[config.mk]
export PLATFORM = sky130hd
export DESIGN_NAME = spi_cmd_sequencer
export DESIGN_NICKNAME = d
export VERILOG_FILES = /design/src/rtl/spi_cmd_pkg.sv /design/src/rtl/sat_counter.sv /design/src/rtl/spi_cmd_sequencer.sv
export SDC_FILE = /design/constraint.sdc
export NUM_CORES = 1
export LEC_CHECK = 0
export ABC_AREA = 1
export BUFFER_PORTS_ARGS = -buffer_cell sky130_fd_sc_hd__clkbuf_2
export CAP_MARGIN = 10
export CORE_ASPECT_RATIO = 0.6
export CORE_MARGIN = 3
export CORE_UTILIZATION = 45
export DETAILED_ROUTE_END_ITERATION = 7
export PLACE_DENSITY = 0.69
export SLEW_MARGIN = 20
export SYNTH_ARGS = -nofsm -noshare
export SYNTH_HDL_FRONTEND = slang
export SYNTH_HIERARCHICAL = 1
export SYNTH_SLANG_ARGS = --single-unit
[constraint.sdc]
create_clock -name clk -period 2 [get_ports clk]
set_input_delay 0.2 -clock clk [delete_from_list [all_inputs] [get_ports clk]]
set_output_delay 0.2 -clock clk [all_outputs]
set_load 0.005 [all_outputs]
[src/rtl/spi_cmd_pkg.sv]
// Shared types and constants for the QSPI command sequencer.
// Holds the frame FSM state encoding, command byte field positions and the
// default status byte shown to the host while command and address are in flight.
package spi_cmd_pkg;

  typedef enum logic [2:0] {
    S_IDLE    = 3'd0,
    S_CMD     = 3'd1,
    S_ADDR    = 3'd2,
    S_WDATA   = 3'd3,
    S_RDATA   = 3'd4,
    S_DISCARD = 3'd5
  } state_t;

  // Command byte layout: bit7 read/not-write, bit6 auto-increment, bits5:0 reserved zero
  localparam int         READ_BIT            = 7;
  localparam int         INC_BIT             = 6;
  localparam logic [5:0] RSVD_MASK           = 6'h3F;
  localparam logic [7:0] STATUS_BYTE_DEFAULT = 8'hA5;

  // A command is malformed when any reserved bit is set
  function automatic logic cmd_bad(input logic [7:0] cmd);
    return (cmd[5:0] & RSVD_MASK) != 6'h00;
  endfunction

endpackage

[src/rtl/sat_counter.sv]
// Saturating up-counter used for the bad-frame tally.
// One increment per cycle when i_inc is high; holds at all-ones instead of
// wrapping, so a flood of bad frames never masks itself by rolling over.
module sat_counter #(
  parameter int W = 8
) (
  input  logic         clk,
  input  logic         reset,
  input  logic         i_inc,
  output logic [W-1:0] o_count
);

  localparam logic [W-1:0] MAX_VAL = {W{1'b1}};
  localparam logic [W-1:0] ONE     = {{(W-1){1'b0}}, 1'b1};

  logic [W-1:0] r_count;

  // Count up on request, stick at the maximum value
  always_ff @(posedge clk) begin
    if (reset) begin
      r_count <= '0;
    end else if (i_inc && (r_count != MAX_VAL)) begin
      r_count <= r_count + ONE;
    end
  end

  assign o_count = r_count;

endmodule

[src/rtl/spi_cmd_sequencer.sv]
// Frame-level QSPI slave controller: decodes command/address/data bytes and
// issues single-cycle register bank strobes, one cycle after the triggering byte.
// No backpressure: relies on a byte period of at least 4 clk cycles from the shifter.
module spi_cmd_sequencer
  import spi_cmd_pkg::*;
#(
  parameter logic [7:0] STATUS_BYTE = STATUS_BYTE_DEFAULT,
  parameter int         ERR_W       = 8
) (
  input  logic             clk,
  input  logic             reset,
  input  logic             cs_active,
  input  logic             rx_valid,
  input  logic [7:0]       rx_data,
  output logic [7:0]       tx_data,
  output logic [7:0]       reg_addr,
  output logic [7:0]       reg_wdata,
  output logic             reg_we,
  output logic             reg_re,
  input  logic [7:0]       reg_rdata,
  output logic             frame_done,
  output logic [ERR_W-1:0] err_count
);

  // Registered state
  state_t     r_state;
  logic       r_read;
  logic       r_inc;
  logic [7:0] r_tx;
  logic [7:0] r_addr;
  logic [7:0] r_wdata;
  logic       r_we;
  logic       r_re;
  logic       r_re_d;
  logic       r_frame_done;

  // Next-cycle values
  state_t     w_adv;
  state_t     w_state_nxt;
  logic       w_read_nxt;
  logic       w_inc_nxt;
  logic [7:0] w_tx_nxt;
  logic [7:0] w_addr_nxt;
  logic [7:0] w_wdata_nxt;
  logic       w_we_nxt;
  logic       w_re_nxt;
  logic       w_fd_nxt;
  logic       w_err_inc;

  // Decode the current byte and chip-select, producing next state and outputs.
  // w_adv is where the byte alone would take us; a chip-select drop then
  // overrides to IDLE and is classified by that post-byte state, so a byte
  // arriving together with the CS drop is still fully processed.
  always_comb begin
    w_adv       = r_state;
    w_state_nxt = r_state;
    w_read_nxt  = r_read;
    w_inc_nxt   = r_inc;
    w_tx_nxt    = r_tx;
    w_addr_nxt  = r_addr;
    w_wdata_nxt = r_wdata;
    w_we_nxt    = 1'b0;
    w_re_nxt    = 1'b0;
    w_fd_nxt    = 1'b0;
    w_err_inc   = 1'b0;

    // Auto-increment after a write lands the cycle after the strobe, so the
    // strobe itself always carries the address the host sent.
    if (r_we && r_inc) begin
      w_addr_nxt = r_addr + 8'd1;
    end

    // Bank returns data one cycle after reg_re; present it on the next slot
    if (r_re_d) begin
      w_tx_nxt = reg_rdata;
    end

    case (r_state)
      S_IDLE: begin
        if (cs_active) begin
          w_adv    = S_CMD;
          w_tx_nxt = STATUS_BYTE;
        end
      end

      S_CMD: begin
        if (rx_valid) begin
          if (cmd_bad(rx_data)) begin
            w_adv     = S_DISCARD;
            w_err_inc = 1'b1;
          end else begin
            w_read_nxt = rx_data[READ_BIT];
            w_inc_nxt  = rx_data[INC_BIT];
            w_adv      = S_ADDR;
          end
        end
      end

      S_ADDR: begin
        if (rx_valid) begin
          w_addr_nxt = rx_data;
          if (r_read) begin
            // Prefetch the first read so data is ready for the first dummy slot
            w_re_nxt = 1'b1;
            w_adv    = S_RDATA;
          end else begin
            w_adv = S_WDATA;
          end
        end
      end

      S_WDATA: begin
        if (rx_valid) begin
          w_wdata_nxt = rx_data;
          w_we_nxt    = 1'b1;
        end
      end

      S_RDATA: begin
        // Each dummy byte fetches the value for the following slot
        if (rx_valid) begin
          w_re_nxt = 1'b1;
          if (r_inc) begin
            w_addr_nxt = r_addr + 8'd1;
          end
        end
      end

      S_DISCARD: begin
        // Malformed frame: swallow bytes until chip-select drops
      end

      default: begin
        w_adv = S_IDLE;
      end
    endcase

    w_state_nxt = w_adv;

    // Frame end: clean after any data phase, short if no address was taken
    if ((r_state != S_IDLE) && !cs_active) begin
      w_state_nxt = S_IDLE;
      case (w_adv)
        S_WDATA, S_RDATA: w_fd_nxt  = 1'b1;
        S_CMD, S_ADDR:    w_err_inc = 1'b1;
        default:          ;
      endcase
    end
  end

  // State and output registers; reset clears everything including strobes
  always_ff @(posedge clk) begin
    if (reset) begin
      r_state      <= S_IDLE;
      r_read       <= 1'b0;
      r_inc        <= 1'b0;
      r_tx         <= 8'h00;
      r_addr       <= 8'h00;
      r_wdata      <= 8'h00;
      r_we         <= 1'b0;
      r_re         <= 1'b0;
      r_re_d       <= 1'b0;
      r_frame_done <= 1'b0;
    end else begin
      r_state      <= w_state_nxt;
      r_read       <= w_read_nxt;
      r_inc        <= w_inc_nxt;
      r_tx         <= w_tx_nxt;
      r_addr       <= w_addr_nxt;
      r_wdata      <= w_wdata_nxt;
      r_we         <= w_we_nxt;
      r_re         <= w_re_nxt;
      r_re_d       <= r_re;
      r_frame_done <= w_fd_nxt;
    end
  end

  sat_counter #(
    .W(ERR_W)
  ) u_err_cnt (
    .clk    (clk),
    .reset  (reset),
    .i_inc  (w_err_inc),
    .o_count(err_count)
  );

  assign tx_data    = r_tx;
  assign reg_addr   = r_addr;
  assign reg_wdata  = r_wdata;
  assign reg_we     = r_we;
  assign reg_re     = r_re;
  assign frame_done = r_frame_done;

endmodule

* Word-level counts from Yosys, hierarchy flattened *
Cells that the tools add are included.

word-level totals
  bits in read-only memories = 0
  output and inout port bits = 35
  input bits = 20
  memories kept = 0
  bits in registers = 41
  bits in writable memories = 0
  word-level logic and storage cells = 65
  latch bits = 0

operators by class
  $lt $le $gt $ge = 0
  multipliers = 0
  add/subtract/negate cells = 2
  eq/ne operators = 10
  bitwise gates (word level) = 3
  mux-type cells = 24
  reductions and logical operators = 15
  shift operators = 0
  div/mod/pow operators = 0

operators by type and width
  kind                                                  count
  2-to-1 mux 8 bit                                      7
  adder 8 x 1 -> 8 bit (second input constant)          2
  case mux 8 bit (2 select lines)                       1
  2-to-1 mux 3 bit                                      5
  equality test 3 x 2 -> 1 bit (second input constant)  4
  case mux 3 bit (4 select lines)                       1
  OR reduction 2 bit                                    5
  equality test 3 bit (second input constant)           3
  2-to-1 mux 1 bit                                      9
  inequality test 8 bit (second input constant)         1
  equality test 3 x 1 -> 1 bit (second input constant)  2
  nonzero test 6 bit                                    1
  logical AND 1 bit                                     3
  zero test 3 bit                                       1
  inverter 1 bit                                        3
  AND reduction 3 bit                                   1
  nonzero test 3 bit                                    1
  OR reduction 3 bit                                    1
  case mux 1 bit (2 select lines)                       1
  AND reduction 2 bit                                   1
  zero test 1 bit                                       1

* Depth between registers and ports, before layout *
  depth in word-level cells = 9
  depth in mapped cells = 16
  gate-level depth less buffers = 16

* Cells and area by module *
The synthesis kept the hierarchy.

by module, submodules not included
  module             instances  seq. area each (um2)  cells an instance  area an instance (um2)
  spi_cmd_sequencer  1          660.6                 297                1,881.8
  sat_counter        1          160.2                 77                 484.2

* Worst setup path after synthesis *
OpenSTA, ideal clock, no wires.

  kind = reg2reg
  from = register r_state[0]
  to = register u_err_cnt.r_count[3], in the netlist u_err_cnt/o_count[3]
  period minus slack after synthesis = 1.754 ns
  arrival = 1.639 ns
  stages on the path, launching flop included = 15
  path slack = 0.246 ns
  setup time = 0.115 ns
  buffers on the path = 1
  data required time = 1.885 ns
  cells stage by stage = dfxtp_1 -> nand2_2 -> nor2_2 -> nand2_1 -> nor2_2 -> nor2_1 -> nand4_1 -> nand3_1 -> nand2_1 -> buf_4 -> inv_2 -> nor2_1 -> nand3_1 -> nand2_1 -> nor2_1

on the way
  longest elaborated chain between the ends = 8
  elaborated cells between the ends (all ways) = 20
  those cells by class = eq/ne: 7; mux: 7; reduce/logical: 6

RTL lines
  what                                                                                 line                      RTL
  start, declared                                                                      spi_cmd_sequencer.sv:26   state_t r_state;
  start signal, assigned                                                               spi_cmd_sequencer.sv:165  r_state <= w_state_nxt;
  equality test 3 bit / equality test 3 x 2 -> 1 bit (equally long branches)           spi_cmd_sequencer.sv:78   case (r_state)
  OR reduction 3 bit (no line)                                                         n/a
  case mux 3 bit (4 select lines)                                                      spi_cmd_sequencer.sv:78
  equality test 3 x 1 -> 1 bit / equality test 3 x 2 -> 1 bit (equally long branches)  spi_cmd_sequencer.sv:143  case (w_adv)
  OR reduction 2 bit                                                                   spi_cmd_sequencer.sv:143
  2-to-1 mux 1 bit                                                                     spi_cmd_sequencer.sv:143
  2-to-1 mux 1 bit (*)                                                                 spi_cmd_sequencer.sv:141  if ((r_state != S_IDLE) && !cs_active) begin
  named net w_err_inc                                                                  spi_cmd_sequencer.sv:48   logic w_err_inc;
  logical AND 1 bit (*)                                                                sat_counter.sv:22         end else if (i_inc && (r_count != MAX_VAL)) begin
  end signal, assigned                                                                 sat_counter.sv:23         r_count <= r_count + ONE;
  end, declared                                                                        sat_counter.sv:16         logic [W-1:0] r_count;

The timed path passes the listed nets; every way through them passes the cells marked *.
A chain may end at the register's enable or synchronous reset.

* Final worst setup path *
  from = register r_state[1]
  to = register u_err_cnt.r_count[3], in the netlist u_err_cnt/o_count[3]

Same word-level chain as after synthesis.

==> flow_metrics.env <==
export IMPL_ant_nets=0
export IMPL_antenna_found_initial=0
export IMPL_synthArstFlopShare_pct=0
export IMPL_dr_pass1_iters=5
export IMPL_ys_seq_elements=41
export IMPL_grt_usage_pct=22.20
export IMPL_diodes=0
export IMPL_peakVddDrop_mv=0.3133
export IMPL_routed_via_density=5.142
export IMPL_synth_main_ff_cell="dfxtp_1"
export IMPL_clockBufferDepth=2
export IMPL_avgSynthCellArea_um2=6.326
export IMPL_routedWlPerCell_um=13.35
export IMPL_dpl_hpwl_um=5075
export IMPL_routed_wl_um=6766
export IMPL_synth_top_cell_by_area="dfxtp_1"
export IMPL_ys_types=30
export IMPL_critPathCaptureType="flip-flop"
export IMPL_io_pins=55
export IMPL_synth_most_common_cell="nand2_1"
export IMPL_routabilityCongestion=0.9010
export IMPL_outcome="finished clean"
export IMPL_crit_type="flip-flop to flip-flop"
export IMPL_synth_area_leaders="dfxtp_1, nand2_1, nand3_1"
export IMPL_holdWs_ns=0.1191
export IMPL_clk_pin_slew_ns=0.09
export IMPL_cp_slowest_stage_delay_ns=0.40
export IMPL_synth_seq_area_share_pct=34.69
export IMPL_p_leak_nw=1.414
export IMPL_synth_cells=374
export IMPL_routed_via_count=2607
export IMPL_cts_sinks=41
export IMPL_start_util_pct=49.03
export IMPL_synth_area_um2=2366
export IMPL_setup_tns_ns=0
export IMPL_htreeDepth=2
export IMPL_yosysWarnings=6
export IMPL_fin_crit_ns=1.908
export IMPL_synth_top_cell_area_share_pct=34.69
export IMPL_core_area_um2=4826
export IMPL_first_iter_violations=240
export IMPL_rows=19
export IMPL_tightestPinTransition_ns=0.4311
export IMPL_cap_violations=0
export IMPL_p_per_area_nw_per_um2=664.8
export IMPL_clock_skew_ns=0.003597
export IMPL_cts_made_buffers=5
export IMPL_synth_common_cells="nand2_1, nand3_1, inv_1"
export IMPL_finalPower_mw=1.943
export IMPL_slew_headroom_pct=71.23
export IMPL_crit_slowest_cell="dfxtp_2"
export IMPL_synth_edff_count=0
export IMPL_ctsHoldBuffers=0
export IMPL_drc=0
export IMPL_hold_path_class="input pin to flip-flop"
export IMPL_area_delta_synth_final_pct=23.53
export IMPL_period_share_pct=95.38
export IMPL_synth_nets=396
export IMPL_fmax_mhz=524.2
export IMPL_dieArea_um2=6192
export IMPL_grt_max_degree=15
export IMPL_cp_arrival_ns=2.11
export IMPL_cts_tree="yes"
export IMPL_chipWidth_um=99.61
export IMPL_cp_cell_sequence="inv_1 > nand2_2 > nor3_1 > nand2_1 > nand3_2 > a21oi_2 > nand3_2 > nand2_4 > inv_2 > nor2_1 > nand3_1 > nand2_1 > nor2_1"
export IMPL_critPathTopFamily="simple AND/OR/NAND/NOR gates"
export IMPL_port_buffers=54
export IMPL_nNetsFinal=465
export IMPL_grt_ovfl_total=0
export IMPL_critical_path_buf_inv_count=2
export IMPL_cp_required_ns=2.20
export IMPL_worstSkewPairLatency_ns=0.30
export IMPL_first_global_vias=2254
export IMPL_setup_viol=0
export IMPL_cp_start_kind="flip-flop"
export IMPL_hold_violations=0
export IMPL_die_height_um=62.17
export IMPL_grt_pass1_wl_um=11080
export IMPL_cts_root_buf="clkbuf_8"
export IMPL_maxSlewViolCount=0
export IMPL_n_fill_cell=476
export IMPL_path_max_fanout=5
export IMPL_final_layout_size_suffix_gt1_share_pct=24.55
[flip-flops by register name, summed over array words and instances (netlist names), 3 cells and up]
name and cells:
reg_addr 8, reg_wdata 8, tx_data 8, u_err_cnt/o_count 8, r_state 3
[metal layers]
metal  track usage, %  routed length (um)  part of all wire [%]  vias up
met1            37.26                3584                    53     1142
met2            27.42                2446                    36      120
met3            4.586                 671                   9.9        7
met5                0                   0                     0        -
met4            5.111                  64                  0.95        0
li1                 -                   -                     -     1338
[placed cells by master (no fill, tap or decap), types with 11 or more instances in the layout]
master    count
clkbuf_2     54
buf_4        17
dfxtp_1      39
inv_1        43
nand3_1      43
nand2_1     111
o21ai_0      12
a21oi_1      26
nor2_1       34
o21ai_1      11
[worst register-to-register path, stage by stage, from the launching register on]
cell and delay (ns):
dfxtp_2 0.40, inv_1 0.08, nand2_2 0.10, nor3_1 0.06, nand2_1 0.18, nand3_2 0.14
a21oi_2 0.15, nand3_2 0.14, nand2_4 0.15, inv_2 0.04, nor2_1 0.16, nand3_1 0.10
nand2_1 0.07, nor2_1 0.04
[metrics by stage]
step	util (%)	instances	area, um2	setup WS [ns]
floorplan	-	374	2366	0.2458
global placement	57.09	495	2755	0.05939
detailed placement	57.09	495	2755	-0.01596
CTS	59.53	503	2873	0.07466
global route	60.57	507	2923	-0.04117
finish	60.57	507	2923	0.09241
[cells by family (layout without fill, tap and decap cells)]
logic type | Yosys count | count (layout) | synth area share, %
xor gates and xnor gates | 1 | 1 | 0.3702
DFF | 41 | 41 | 34.69
adders and majority gates | 2 | 2 | 1.057
and+or+nand+nor | 212 | 213 | 39.93
buffers and inverters | 58 | 127 | 10.36
AOI/OAI and AO/OA | 60 | 60 | 13.59
[repair_timing]
| action | in CTS | in global routing |
|---|---|---|
| pin swaps | 0 | 1 |
| gates resized for setup | 1 | 6 |
| endpoints found under the hold margin | 0 | 0 |
| setup buffers | 0 | 3 |
| endpoints found under the setup margin | 3 | 6 |
| gates cloned | 0 | 1 |
[area by class of cell]
cell class	instances	area [um2]	area share, %
multi-input cells	276	1328	45.42
clock buffers	5	68.82	2.354
clock inverters	3	46.29	1.584
well taps	63	78.83	2.697
inverters	48	180.2	6.164
repair buffers	71	397.9	13.61
flip-flops and latches	41	823.3	28.17
[power breakdown]
group          internal (mW)  leakage [nW]  switching, mW
clock network          0.374        0.0543          0.329
logic                  0.142          1.03          0.221
registers              0.846         0.333         0.0322
total                   1.36          1.41          0.582
[worst paths after layout]
path	startpoint	to	slack (ns)	cells past startpoint
worst max-delay path	r_state[1]	u_err_cnt/o_count[3]	0.09	13
worst min register to register	reg_re	r_re_d	0.44	2
worst min-delay path	reg_rdata[6]	tx_data[6]	0.12	3
worst max register to register	r_state[1]	u_err_cnt/o_count[3]	0.09	13
Note: power is estimated with default switching activity, not from simulation.
